### config.mk
export PLATFORM = sky130hd
export DESIGN_NAME = vending_machine
export DESIGN_NICKNAME = d
export VERILOG_FILES = /design/src/rtl/vm_pkg.sv /design/src/rtl/vm_inventory.sv /design/src/rtl/vending_machine.sv
export SDC_FILE = /design/constraint.sdc
export NUM_CORES = 1
export LEC_CHECK = 0
export CORE_UTILIZATION = 57
export CTS_CLUSTER_DIAMETER = 50
export DETAILED_ROUTE_END_ITERATION = 8
export PLACE_DENSITY = 0.83
export SETUP_SLACK_MARGIN = 0.1
export SYNTH_ARGS = -nofsm -noshare
export SYNTH_HDL_FRONTEND = slang
export SYNTH_SLANG_ARGS = --single-unit
### constraint.sdc
create_clock -name clk -period 7.13 [get_ports clk]
set_input_delay 1.7825 -clock clk [delete_from_list [all_inputs] [get_ports clk]]
set_output_delay 1.7825 -clock clk [all_outputs]
set_load 0.05 [all_outputs]
### src/rtl/vm_pkg.sv
// Shared encodings, widths and the price table for the vending machine.
package vm_pkg;

    localparam int unsigned MONEY_W      = 4;
    localparam int unsigned STOCK_W      = 4;
    localparam int unsigned QTY_W        = 4;
    localparam int unsigned ID_W         = 3;
    localparam int unsigned COST_W       = 8;
    localparam int unsigned NUM_PRODUCTS = 8;
    localparam int unsigned MONEY_MAX    = 15;
    localparam int unsigned STOCK_MAX    = 15;

    typedef enum logic [1:0] {
        MODE_PURCHASE = 2'b00,
        MODE_WITHDRAW = 2'b01,
        MODE_SUPPLY   = 2'b10,
        MODE_ILLEGAL  = 2'b11
    } vm_mode_e;

    // Entry i (LSB first) holds (i mod 4) + 1.
    localparam logic [NUM_PRODUCTS-1:0][COST_W-1:0] PRICE = {
        8'd4, 8'd3, 8'd2, 8'd1, 8'd4, 8'd3, 8'd2, 8'd1
    };

endpackage

### src/rtl/vm_inventory.sv
// Per-product stock storage: two combinational read ports, one write port.
module vm_inventory
    import vm_pkg::*;
#(
    parameter int unsigned INIT_STOCK = 5
) (
    input  logic               clk,
    input  logic               rst,
    input  logic [ID_W-1:0]    rd_id_a,
    output logic [STOCK_W-1:0] rd_data_a_c,
    input  logic [ID_W-1:0]    rd_id_b,
    output logic [STOCK_W-1:0] rd_data_b_c,
    input  logic               wr_en,
    input  logic [ID_W-1:0]    wr_id,
    input  logic [STOCK_W-1:0] wr_data
);

    logic [STOCK_W-1:0] stock_q [NUM_PRODUCTS];
    logic [STOCK_W-1:0] stock_d [NUM_PRODUCTS];

    always_comb begin
        stock_d = stock_q;
        if (wr_en) begin
            stock_d[wr_id] = wr_data;
        end
    end

    always_ff @(posedge clk) begin
        if (rst) begin
            for (int i = 0; i < NUM_PRODUCTS; i++) begin
                stock_q[i] <= STOCK_W'(INIT_STOCK);
            end
        end else begin
            stock_q <= stock_d;
        end
    end

    assign rd_data_a_c = stock_q[rd_id_a];
    assign rd_data_b_c = stock_q[rd_id_b];

endmodule

### src/rtl/vending_machine.sv
// Vending machine: purchase / withdraw / supply decode and money bookkeeping.
// Optional VM_OVERFLOW_GUARD_EN rejects purchases that would overflow machine_money.
module vending_machine
    import vm_pkg::*;
#(
    parameter int unsigned INIT_STOCK = 5
) (
    input  logic               clk,
    input  logic               rst,
    input  logic               op_valid,
    input  logic [1:0]         mode,
    input  logic [MONEY_W-1:0] customer_money,
    input  logic [ID_W-1:0]    customer_request,
    input  logic [QTY_W-1:0]   quantity_request,
    input  logic [ID_W-1:0]    product_id,
    input  logic [STOCK_W-1:0] amount_added,
    output logic               red_light,
    output logic [MONEY_W-1:0] updated_customer_money,
    output logic [MONEY_W-1:0] machine_money,
    output logic [STOCK_W-1:0] stock_level
);

    logic               red_q, red_d;
    logic [MONEY_W-1:0] upd_money_q, upd_money_d;
    logic [MONEY_W-1:0] mach_money_q, mach_money_d;

    logic [STOCK_W-1:0] req_stock_c;
    logic [COST_W-1:0]  cost_c;
    logic [COST_W-1:0]  money_sum_c;
    logic [STOCK_W:0]   supply_sum_c;
    logic               purchase_reject_c;
    logic               wr_en;
    logic [ID_W-1:0]    wr_id;
    logic [STOCK_W-1:0] wr_data;

    vm_inventory #(
        .INIT_STOCK (INIT_STOCK)
    ) u_inventory (
        .clk         (clk),
        .rst         (rst),
        .rd_id_a     (customer_request),
        .rd_data_a_c (req_stock_c),
        .rd_id_b     (product_id),
        .rd_data_b_c (stock_level),
        .wr_en       (wr_en),
        .wr_id       (wr_id),
        .wr_data     (wr_data)
    );

    // Full-width cost so large quantities cannot wrap into an affordable price.
    assign cost_c       = PRICE[customer_request] * COST_W'(quantity_request);
    assign money_sum_c  = COST_W'(mach_money_q) + cost_c;
    assign supply_sum_c = (STOCK_W + 1)'(stock_level) + (STOCK_W + 1)'(amount_added);

`ifdef VM_OVERFLOW_GUARD_EN
    assign purchase_reject_c = (quantity_request == '0)
                            || (req_stock_c < quantity_request)
                            || (COST_W'(customer_money) < cost_c)
                            || (money_sum_c > COST_W'(MONEY_MAX));
`else
    assign purchase_reject_c = (quantity_request == '0)
                            || (req_stock_c < quantity_request)
                            || (COST_W'(customer_money) < cost_c);
`endif

    always_comb begin
        red_d        = red_q;
        upd_money_d  = upd_money_q;
        mach_money_d = mach_money_q;
        wr_en        = 1'b0;
        wr_id        = product_id;
        wr_data      = supply_sum_c[STOCK_W-1:0];
        if (op_valid) begin
            case (vm_mode_e'(mode))
                MODE_PURCHASE: begin
                    if (purchase_reject_c) begin
                        red_d       = 1'b1;
                        upd_money_d = customer_money;
                    end else begin
                        red_d        = 1'b0;
                        upd_money_d  = customer_money - MONEY_W'(cost_c);
                        mach_money_d = (money_sum_c > COST_W'(MONEY_MAX))
                                       ? MONEY_W'(MONEY_MAX) : MONEY_W'(money_sum_c);
                        wr_en        = 1'b1;
                        wr_id        = customer_request;
                        wr_data      = req_stock_c - quantity_request;
                    end
                end
                MODE_WITHDRAW: begin
                    red_d        = (mach_money_q == '0);
                    mach_money_d = '0;
                end
                MODE_SUPPLY: begin
                    if (supply_sum_c > (STOCK_W + 1)'(STOCK_MAX)) begin
                        red_d = 1'b1;
                    end else begin
                        red_d = 1'b0;
                        wr_en = 1'b1;
                    end
                end
                default: begin
                    red_d = 1'b1;
                end
            endcase
        end
    end

    always_ff @(posedge clk) begin
        if (rst) begin
            red_q        <= 1'b0;
            upd_money_q  <= '0;
            mach_money_q <= '0;
        end else begin
            red_q        <= red_d;
            upd_money_q  <= upd_money_d;
            mach_money_q <= mach_money_d;
        end
    end

    assign red_light              = red_q;
    assign updated_customer_money = upd_money_q;
    assign machine_money          = mach_money_q;

endmodule

Yosys cells after proc, flatten, opt, wreduce, memory -nomap -nowiden
Memory sizes are Yosys's and may differ from the RTL's. Cells that the tools add are included.

Magnitude comparators: 9. Equality and inequality tests: 3. Reduce and logical (&&, ||, !) cells: 9. Bitwise logic cells: 3. Multiply operators: 1. Add/sub/neg operators: 4. Multiplexer cells: 27.

Operators with widths (count): $mux W4 (11); $bwmux W32 (1); $bmux W4 S3 (2); $demux W4 S3 (1); $ge A4 B4 Y1 const B (3); $not A3 Y4 (3); $mux W3 (3); $add A4 B8 Y8 (1); $gt A8 B4 Y1 const B (1); $logic_not A4 Y1 (2); $lt A4 B8 Y1 (1); $mul A8 B4 Y8 (1); $mux W8 (1); $pmux W4 S2 (1); $sub A4 B4 Y4 (2); $add A4 B4 Y5 (1); $gt A5 B4 Y1 const B (1); $mux W1 (5); $lt A3 B4 Y1 const B (1); $lt A4 B1 Y1 const B (1); $lt A4 B4 Y1 (1); $pmux W1 S3 (1); $reduce_and A3 Y1 (1); $eq A2 B1 Y1 const B (1); other kinds (8) (9).

Register bits: 41. Output and inout port bits: 13. Input port bits: 23. Memory bits (read-only): 64. Memories: 1.

Memory list: (name not given) (depth 8, bits a word 8, rd ports 1, clocked after memory_dff 0, wr ports 0, RTL line vending_machine.sv:51) `assign cost_c = PRICE[customer_request] * COST_W'(quantity_request);`.

Depth between registers and ports, before layout
Gate-level depths: netlist (run 1).

Word-level depth: 16. Gate-level depth with buffers: 17.

Hierarchy
From an unflattened synthesis (run 1), not the netlist that was laid out.

Cell total of the unflattened synthesis: 310. Area total of the unflattened synthesis: 3230.6 µm².

By module, submodules not included: vm_inventory (area an instance 1795.5 µm², times used 1, cells an instance 146); vending_machine (area an instance 1435.1 µm², times used 1, cells an instance 164).

Least setup slack after synthesis (run 1)
Ideal clock, no wire load.

Path kind: in2reg. Start point: input port customer_request[0]. End point: register u_inventory.stock_q[15] in the netlist's numbering. Cell stages on the path: 15. Data arrival time: 5.791 ns. Setup slack: 1.267 ns. Data required time: 7.058 ns. Buffers on the path: 2. Cell sequence: clkbuf_1 > buf_2 > nor2_1 > fa_1 > ha_1 > inv_1 > fa_1 > ha_1 > a21oi_1 > a211oi_1 > o211ai_2 > nor3_4 > mux2_2 > nor2_1 > mux2i_1.

Word-level cells in the longest chain between the ends: 16.

Ends and longest elaborated chain: from (decl) (RTL line vending_machine.sv:13) `input logic [ID_W-1:0] customer_request,`; parallel branches: the longest is 16 deep, another holds $mem_v2 Z8 W8; to (signal, indexed assignment) (RTL line vm_inventory.sv:31) `stock_q[i] <= STOCK_W'(INIT_STOCK);`; to (signal assigned) (RTL line vm_inventory.sv:34) `stock_q <= stock_d;`; to (decl) (RTL line vm_inventory.sv:18) `logic [STOCK_W-1:0] stock_q [NUM_PRODUCTS];`.

Parallel ways; which one is timed is not known. The select of a mux whose other input is x is not followed. A chain may end at the register's enable or synchronous reset.

Final worst setup path (run 1)
Start point: input port customer_request[0]. End point: register u_inventory.stock_q[30] in the netlist's numbering.

Same word-level chain as after synthesis.

==> impl_metrics.env, run 1 <==
export IMPL_rsz0062_at_grt="no"
export IMPL_p_comb_share_pct=26.8
export IMPL_vias_per_cell=6.07
export IMPL_crit_arrival_ns=6.56
export IMPL_fin_tns_setup_ns=0
export IMPL_worst_slew_pin_slew_ns=0.707
export IMPL_grt_pass1_wl_um=12600
export IMPL_die_area_um2=5900
export IMPL_layout_nets=416
export IMPL_placed_cell_area_um2=3590
export IMPL_cts_root_buf="clkbuf_8"
export IMPL_fmax_ghz=0.157
export IMPL_gp_congestion=0.936
export IMPL_io_pins=36
export IMPL_fp_dieH_um=76.8
export IMPL_avgSynthCellArea_um2=9.73
export IMPL_clkPwrFrac_pct=33.2
export IMPL_critical_path_required_ns=7.30
export IMPL_power_share_sequential_pct=40.0
export IMPL_period_share_pct=89.6
export IMPL_final_hold_viol_count=0
export IMPL_switching_share_pct=31.3
export IMPL_dr_pass1_iters=4
export IMPL_crit_path_end_kind="flip-flop"
export IMPL_clk_pin_slew_ns=0.08
export IMPL_layout_cells_non_filler=430
export IMPL_synth_ff_type="dfxtp_1"
export IMPL_yosysWarnings=0
export IMPL_status="finished clean"
export IMPL_use_met3_pct=7.02
export IMPL_dpl_worst_slack_ns=0.422
export IMPL_ant_nets=0
export IMPL_synth_most_common_cell="dfxtp_1"
export IMPL_clockBufferDepth=2
export IMPL_setup_viol=0
export IMPL_drt_wl_total_um=7840
export IMPL_fin_skew_ns=0.00713
export IMPL_drive_gt1_share_pct=13.9
export IMPL_synthesis_instances=328
export IMPL_grt_use_met1_pct=37.3
export IMPL_hp_class="flip-flop to flip-flop"
export IMPL_final_max_slew_viol_count=0
export IMPL_ys_seq_area_share_pct=25.7
export IMPL_gr_usage_all_layers_pct=27.9
export IMPL_multi_input_area_um2=2220
export IMPL_fill_cells=401
export IMPL_power_leakage_nw=1.41
export IMPL_fp_dieW_um=76.8
export IMPL_antenna_found_initial=0
export IMPL_fin_ws_ns=0.744
export IMPL_insertion_delay_ns=0.31
export IMPL_startpoint_type="input pin"
export IMPL_dp_hpwl_um=5800
export IMPL_ir_drop_uv=158
export IMPL_cts_setup_buffers=0
export IMPL_stdcell_area_um2=3700
export IMPL_synth_commonest_cells="dfxtp_1, mux2i_1, nor2_1"
export IMPL_met2_usage_pct=43.9
export IMPL_power_density_nw_per_um2=159
export IMPL_cts_made_buffers=5
export IMPL_cts_resized_gates=0
export IMPL_avgRoutedWirePerCell_um=18.2
export IMPL_dr_first_iter_drc_count=153
export IMPL_postSynth_asyncResetShare_pct=0
export IMPL_netSwitchingPower_mw=0.184
export IMPL_synth_enable_flop_cells=0
export IMPL_synth_area_top_cells="dfxtp_1, mux2i_1, mux4_2"
export IMPL_ys_seq_elements=41
export IMPL_seq_area_um2=821
export IMPL_holdBufCountCts=0
export IMPL_grt_remaining_overflow=0
export IMPL_yosys_area_top_type="dfxtp_1"
export IMPL_numClockSinks=41
export IMPL_core_um2=5240
export IMPL_route_detailed_drc=0
export IMPL_initial_utilization_pct=60.9
export IMPL_synth_top_area_share_pct=25.7
export IMPL_antenna_cells=0
export IMPL_path_max_fanout=8
export IMPL_synth_area_um2=3190
export IMPL_cts_tree="done"
export IMPL_slew_headroom_pct=52.7
export IMPL_grt_max_degree=29
export IMPL_min_period_ns=6.39
export IMPL_rrSetupSlack_ns=3.46
export IMPL_syn_to_final_growth_pct=16.0
export IMPL_power_internal_mw=0.403
export IMPL_ys_types=40
export IMPL_grt_busiest_layer="met2"
export IMPL_grt_pass1_vias=2527
export IMPL_io_buffer_count=35
export IMPL_num_vias=2610
export IMPL_path_class="input pin to flip-flop"
export IMPL_dp_cells=422
export IMPL_h_tree_depth=2
export IMPL_maxCapViolCount=0
export IMPL_num_rows=26
export IMPL_syn_num_nets=385
==> area by class of cell <==
cell class	instances	share of cell area (%)
flip-flops and latches	41	22.2
inverters	22	2.23
clock buffers	5	1.86
clock inverters	3	1.18
repair buffers	39	10.3
multi-input cells	250	59.9
well taps	70	2.37
==> layout by cell type, fill, tap and decap left out, types with 6 or more instances in the layout <==
cell type         n
mux2_2            9
inv_1            21
fa_1              6
dfxtp_1          41
nor2_1           35
o21ai_0           7
and2_1            9
a21oi_1          10
clkdlybuf4s50_1  35
mux2i_1          38
ha_1             28
nand2_1          29
mux4_2           16
==> critical path, stage by stage <==
cell             delay, ns
clkdlybuf4s50_1       0.43
ha_1                  0.33
and2_1                0.18
fa_1                  0.45
ha_1                  0.32
inv_1                 0.06
fa_1                  0.50
ha_1                  0.36
a21oi_1               0.09
a211oi_1              0.28
o211ai_2              0.23
nor3_4                0.42
buf_4                 0.28
mux2_2                0.39
or2_0                 0.30
mux2i_1               0.15
==> cells by family (layout without fill, tap and decap cells) <==
family,count (synthesis),after routing,share of synthesized area [%]
compound gates,41,41,10.2
mux,63,63,26.4
flops,41,41,25.7
buf+inv,37,69,4.82
xor+xnor,7,7,1.92
simple gates,105,105,16.2
fa+ha+maj,34,34,14.7
==> layer usage <==
| metal | wire length [µm] | part of all wire, % |
|---|---|---|
| met5 | 0 | 0 |
| met3 | 722 | 9.2 |
| met2 | 3620 | 46 |
| met4 | 128 | 1.6 |
| met1 | 3370 | 43 |
==> sequential cells by signal, summed over array words and instances, names as in the netlist <==
| name | flops |
|---|---|
| u_inventory.stock_q | 32 |
| updated_customer_money | 4 |
| machine_money | 4 |
| red_light | 1 |
==> power by group through the flow <==
stage,Sequential (mW),Combinational [mW],Clock (mW)
after global routing,0.235,0.172,0.206
after detailed placement,0.240,0.154,0
after global placement,0.240,0.150,0
final,0.235,0.157,0.195
after CTS,0.235,0.156,0.197
after floorplan,0.246,0.102,0
==> per-stage QoR <==
step                      utilization [%]  power, mW  hold slack, ns
final                                70.6      0.587           0.459
after global routing                 70.6      0.614           0.478
after CTS                            70.6      0.588           0.463
after detailed placement             68.5      0.394           0.447
after global placement               68.5      0.390           0.445
after floorplan                         -      0.348           0.441
==> path summary, 6_finish.rpt <==
path,from,end,depth (start not counted)
max reg2reg,u_inventory.stock_q[0],u_inventory.stock_q[6],12
min,updated_customer_money[2],updated_customer_money[2],2
max,customer_request[0],u_inventory.stock_q[30],16
min reg2reg,updated_customer_money[2],updated_customer_money[2],2
Note: power is estimated with default switching activity, not from simulation.
==> run 2: changes to the inputs <==
--- a/config.mk
+++ b/config.mk
@@ -5,8 +5,10 @@
 export SDC_FILE = /design/constraint.sdc
 export NUM_CORES = 1
 export LEC_CHECK = 0
+export CORE_MARGIN = 2
 export CORE_UTILIZATION = 57
 export CTS_CLUSTER_DIAMETER = 50
+export CTS_CLUSTER_SIZE = 14
 export DETAILED_ROUTE_END_ITERATION = 8
 export PLACE_DENSITY = 0.83
 export SETUP_SLACK_MARGIN = 0.1
==> run 2 against run 1 <==
  * Clock skew increased by 0.0027 ns
  * First-iteration DRC count increased by 33%
  * Sequential power about the same
  * Largest power group unchanged
  * Combinational power decreased by 3%
  * Sequential share of layout area increased by 0.12 points
  * Via count decreased by 3.2%
==> impl_metrics.env, run 2 (synthesis results as in run 1) <==
export IMPL_rrSetupSlack_ns=3.71
export IMPL_setup_viol=0
export IMPL_worstReg2RegStart="u_inventory.stock_q[0]"
export IMPL_fp_dieW_um=78.8
export IMPL_grt_max_degree=29
export IMPL_dp_hpwl_um=5750
export IMPL_dp_cells=425
export IMPL_rsz0062_at_grt="no"
export IMPL_numClockSinks=41
export IMPL_io_pins=36
export IMPL_worst_r2r_path_depth=12
export IMPL_fp_dieH_um=78.8
export IMPL_insertion_delay_ns=0.29
export IMPL_cts_root_buf="clkbuf_8"
export IMPL_fin_tns_setup_ns=0
export IMPL_die_area_um2=6210
export IMPL_min_period_ns=6.26
export IMPL_holdBufCountCts=0
export IMPL_cts_made_buffers=5
export IMPL_gp_congestion=0.886
export IMPL_status="finished clean"
export IMPL_rr_endpoint="u_inventory.stock_q[5]"
export IMPL_layout_common_cells="dfxtp_1, mux2i_1, nor2_1, clkdlybuf4s50_1, nand2_1"
export IMPL_final_hold_viol_count=0
export IMPL_min_path_cells=2
export IMPL_worst_slew_pin_slew_ns=0.608
export IMPL_ir_drop_uv=99.6
export IMPL_num_rows=27
export IMPL_num_vias=2527
export IMPL_layout_cells_non_filler=433
export IMPL_hold_end="updated_customer_money[0]"
export IMPL_power_density_nw_per_um2=145
export IMPL_final_common_cell="dfxtp_1"
export IMPL_maxCapViolCount=0
export IMPL_fin_skew_ns=0.00982
export IMPL_final_util_pct=67.7
export IMPL_core_um2=5440
export IMPL_regMostFlops="u_inventory.stock_q"
export IMPL_ant_nets=0
export IMPL_grt_remaining_overflow=0
export IMPL_cts_resized_gates=0
export IMPL_initial_utilization_pct=58.7
export IMPL_period_share_pct=87.8
export IMPL_crit_arrival_ns=6.41
export IMPL_p_total_mw=0.533
export IMPL_io_buffer_count=35
export IMPL_startpoint_type="input pin"
export IMPL_fmax_ghz=0.160
export IMPL_syn_to_final_growth_pct=15.3
export IMPL_antenna_found_initial=0
export IMPL_dr_first_iter_drc_count=203
export IMPL_drive_gt1_share_pct=13.9
export IMPL_largest_register_ffs=32
export IMPL_dr_pass1_iters=4
export IMPL_antenna_cells=0
export IMPL_path_class="input pin to flip-flop"
export IMPL_hp_start="updated_customer_money[0]"
export IMPL_clk_pin_slew_ns=0.08
export IMPL_drt_wl_total_um=7440
export IMPL_grt_pass1_vias=2599
export IMPL_grt_pass1_wl_um=12600
export IMPL_final_max_slew_viol_count=0
export IMPL_cts_tree="done"
export IMPL_clockBufferDepth=2
export IMPL_route_detailed_drc=0
export IMPL_avgRoutedWirePerCell_um=17.2
export IMPL_layout_nets=417
export IMPL_h_tree_depth=2
export IMPL_cts_setup_buffers=0
export IMPL_critical_path_required_ns=7.28
export IMPL_slew_headroom_pct=59.3
export IMPL_gr_usage_all_layers_pct=26.0
export IMPL_path_max_fanout=10
export IMPL_cp_startpoint="customer_request[0]"
export IMPL_crit_path_end_kind="flip-flop"
export IMPL_power_leakage_nw=1.40
export IMPL_hp_class="flip-flop to flip-flop"
export IMPL_vias_per_cell=5.84
export IMPL_hold_slack_ns=0.469
[run 2: changes by cell type in the layout (fill, tap and decap cells not counted), sizes merged]
cell,previous run,this run
buf,4,5
clkinv,2,3
clkbuf,5,6
inv,22,21
bufinv,1,0
[run 2: routing by layer]
metal / share of wire (%) / wire [µm] / global-route usage (%)
met4: 1.6 / 116 / 8.97
met1: 43 / 3190 / 34.5
met5: 0 / 0 / 0
met3: 6.3 / 468 / 3.75
met2: 49 / 3660 / 43.8
[run 2: cell type report]
| class | instances | area, µm² |
|---|---|---|
| inverter | 22 | 82.6 |
| fill | 428 | 1760 |
| timing repair buffer | 40 | 388 |
| tap | 72 | 90.1 |
| clock buffer | 6 | 72.6 |
| clock inverter | 2 | 10.0 |
| multi-input combinational | 250 | 2220 |
| sequential | 41 | 821 |
[run 2: worst max-delay path by stage]
stage | to | slack (ns)
floorplan | u_inventory.stock_q[15] | 1.27
detailed placement | u_inventory.stock_q[6] | 0.60
global route | u_inventory.stock_q[26] | 0.59
global placement | u_inventory.stock_q[18] | 0.70
CTS | u_inventory.stock_q[6] | 0.91
finish | u_inventory.stock_q[6] | 0.87
[run 2: critical path, cell delays in order]
cell	delay (ns)
clkdlybuf4s50_1	0.44
ha_1	0.34
and2_1	0.18
fa_1	0.45
ha_1	0.32
inv_1	0.06
fa_1	0.51
ha_1	0.36
a21oi_1	0.08
a211oi_1	0.29
o211ai_2	0.23
nor3_4	0.34
buf_4	0.29
nor2_4	0.07
a311oi_4	0.51
mux2i_1	0.15
[run 2: power by group]
group / internal [mW] / total [mW] / switching [mW] / leakage (nW)
Sequential: 0.232 / 0.235 / 0.00254 / 0.332
Combinational: 0.0654 / 0.153 / 0.0876 / 1.02
Clock: 0.0679 / 0.145 / 0.0771 / 0.0450
[run 2: metrics by stage]
stage / area (µm²) / worst slack (ns)
CTS: 3680 / 0.910
global placement: 3600 / 0.701
global route: 3680 / 0.586
floorplan: 3190 / 1.27
detailed placement: 3600 / 0.600
finish: 3680 / 0.872
==> RTL edit: new RTL, settings of run 2 <==
Add a define of `VM_OVERFLOW_GUARD_EN`.
--- a/src/rtl/vending_machine.sv
+++ b/src/rtl/vending_machine.sv
@@ -1,5 +1,7 @@
 // Vending machine: purchase / withdraw / supply decode and money bookkeeping.
 // Optional VM_OVERFLOW_GUARD_EN rejects purchases that would overflow machine_money.
+`define VM_OVERFLOW_GUARD_EN
+
 module vending_machine
     import vm_pkg::*;
 #(
Behaviour: not the same (a bounded check fails within 4 cycles, from zero or initial values and one cycle with rst high).
==> RTL edit against run 2 <==
- combinational power increased by 15%
- setup slack lost 0.070 ns
- die area grew 8.7%
- synthesized area increased by 9.2%
- sequential cell count did not move
- critical path depth decreased by 2
- cell area grew 9.0%
- non-clock buffer count decreased by 3
- wire length is 37% higher
- power increased by 21%
- maximum frequency fell by 1.1%
- global-route usage increased by 5.7 points
- clock skew rose by 0.0054 ns
- critical endpoint is now u_inventory.stock_q[5]
- largest cell class unchanged
- highest routed layer unchanged
==> RTL edit: results (changes against run 2) <==
[place]
place.detailed.instances = 490  ; +15%
dp_worst_setup_slack_ns = 0.589  ; -0.0117 ns
placedInstanceArea_um2 = 3870  ; +7.7%
dp_hpwl_um = 7790  ; +36%

[layout]
finalNetCount = 479  ; +15%
clock_area_frac = 0.0343  ; +0.0119
multiInputGateArea_um2 = 2510  ; +13%
num-multi-input-gates = 314  ; +26%
signal_buf_overhead = 0.0911  ; -0.0143
drive_gt1_frac = 0.0922  ; -0.0463
filler_cell_count = 481  ; +12%
signal_buffers = 37  ; -7.5%
inverters_excl_clock = 23  ; +4.5%
instances_no_fill = 498  ; +15%

[power]
total_leakage_power_nw = 1.62  ; +16%

[logic_synthesis]
seq_area_frac_synth = 0.236  ; -0.0217
postSynthNetCount = 453  ; +18%
synth_compound_area_frac = 0.187  ; +0.0851
synth.area.mux_share = 0.149  ; -0.115
synth_cell_types = 52  ; +30%
post_synth_xor_area_fraction = 0.0226  ; +0.00341
post_synth.cell_area_avg_um2 = 8.80  ; -9.5%

[global_route]
globalRouteMet2Util = 0.513  ; +0.0753
globalRouteTotalUtil = 0.317  ; +0.0568
grt_use_met3 = 0.0848  ; +0.0473
gr-usage-met1 = 0.402  ; +0.0572

[detailed_routing]
met3RoutedLength_um = 1100  ; +140%
detailedRoute.firstPassIterationCount = 8  ; +4

[worst_setup_path]
critical_path.reg2reg.startpoint = u_inventory.stock_q[12]
crit_fanout = 15  ; +5
worst_path_largest_cell_delay_ns = 0.72  ; +0.21 ns
setup.worst_path.start = customer_request[1]
critical_path.slowest_cell = sky130_fd_sc_hd__a2111oi_4

[timing]
final.setup_skew_ns = 0.0152  ; +0.00538 ns
hold_slack_ns = 0.506  ; +0.0373 ns
setup_ws_ns = 0.802  ; -0.0703 ns
worstMarginPinSlew_ns = 0.993  ; +0.385 ns

[min_path]
min-delay-start = updated_customer_money[2]
timing.hold.worst_endpoint = updated_customer_money[2]

[outcome]
run_status = finished clean

==> RTL edit: cell types whose count changed after synthesis, moves of 5 or more <==
| cell | delta |
|---|---|
| sky130_fd_sc_hd__a21oi_1 | +15 |
| sky130_fd_sc_hd__and2_1 | +5 |
| sky130_fd_sc_hd__o21ai_1 | +6 |
| sky130_fd_sc_hd__o21ai_0 | +6 |
| sky130_fd_sc_hd__nand3_1 | +16 |
| sky130_fd_sc_hd__buf_1 | +5 |
| sky130_fd_sc_hd__nor2_1 | -10 |
| sky130_fd_sc_hd__nand4_1 | +15 |
| sky130_fd_sc_hd__nor2_2 | -5 |
| sky130_fd_sc_hd__nand4b_1 | +6 |
| sky130_fd_sc_hd__o211ai_1 | +19 |
| sky130_fd_sc_hd__nor3_1 | +5 |
| sky130_fd_sc_hd__mux2i_1 | -29 |
==> RTL edit: where the power goes <==
group          switching (W)  total, W  internal [W]
clock              0.0000918  0.000233      0.000141
combinational       0.000108  0.000176     0.0000687
sequential        0.00000320  0.000236      0.000233
total               0.000202  0.000645      0.000443
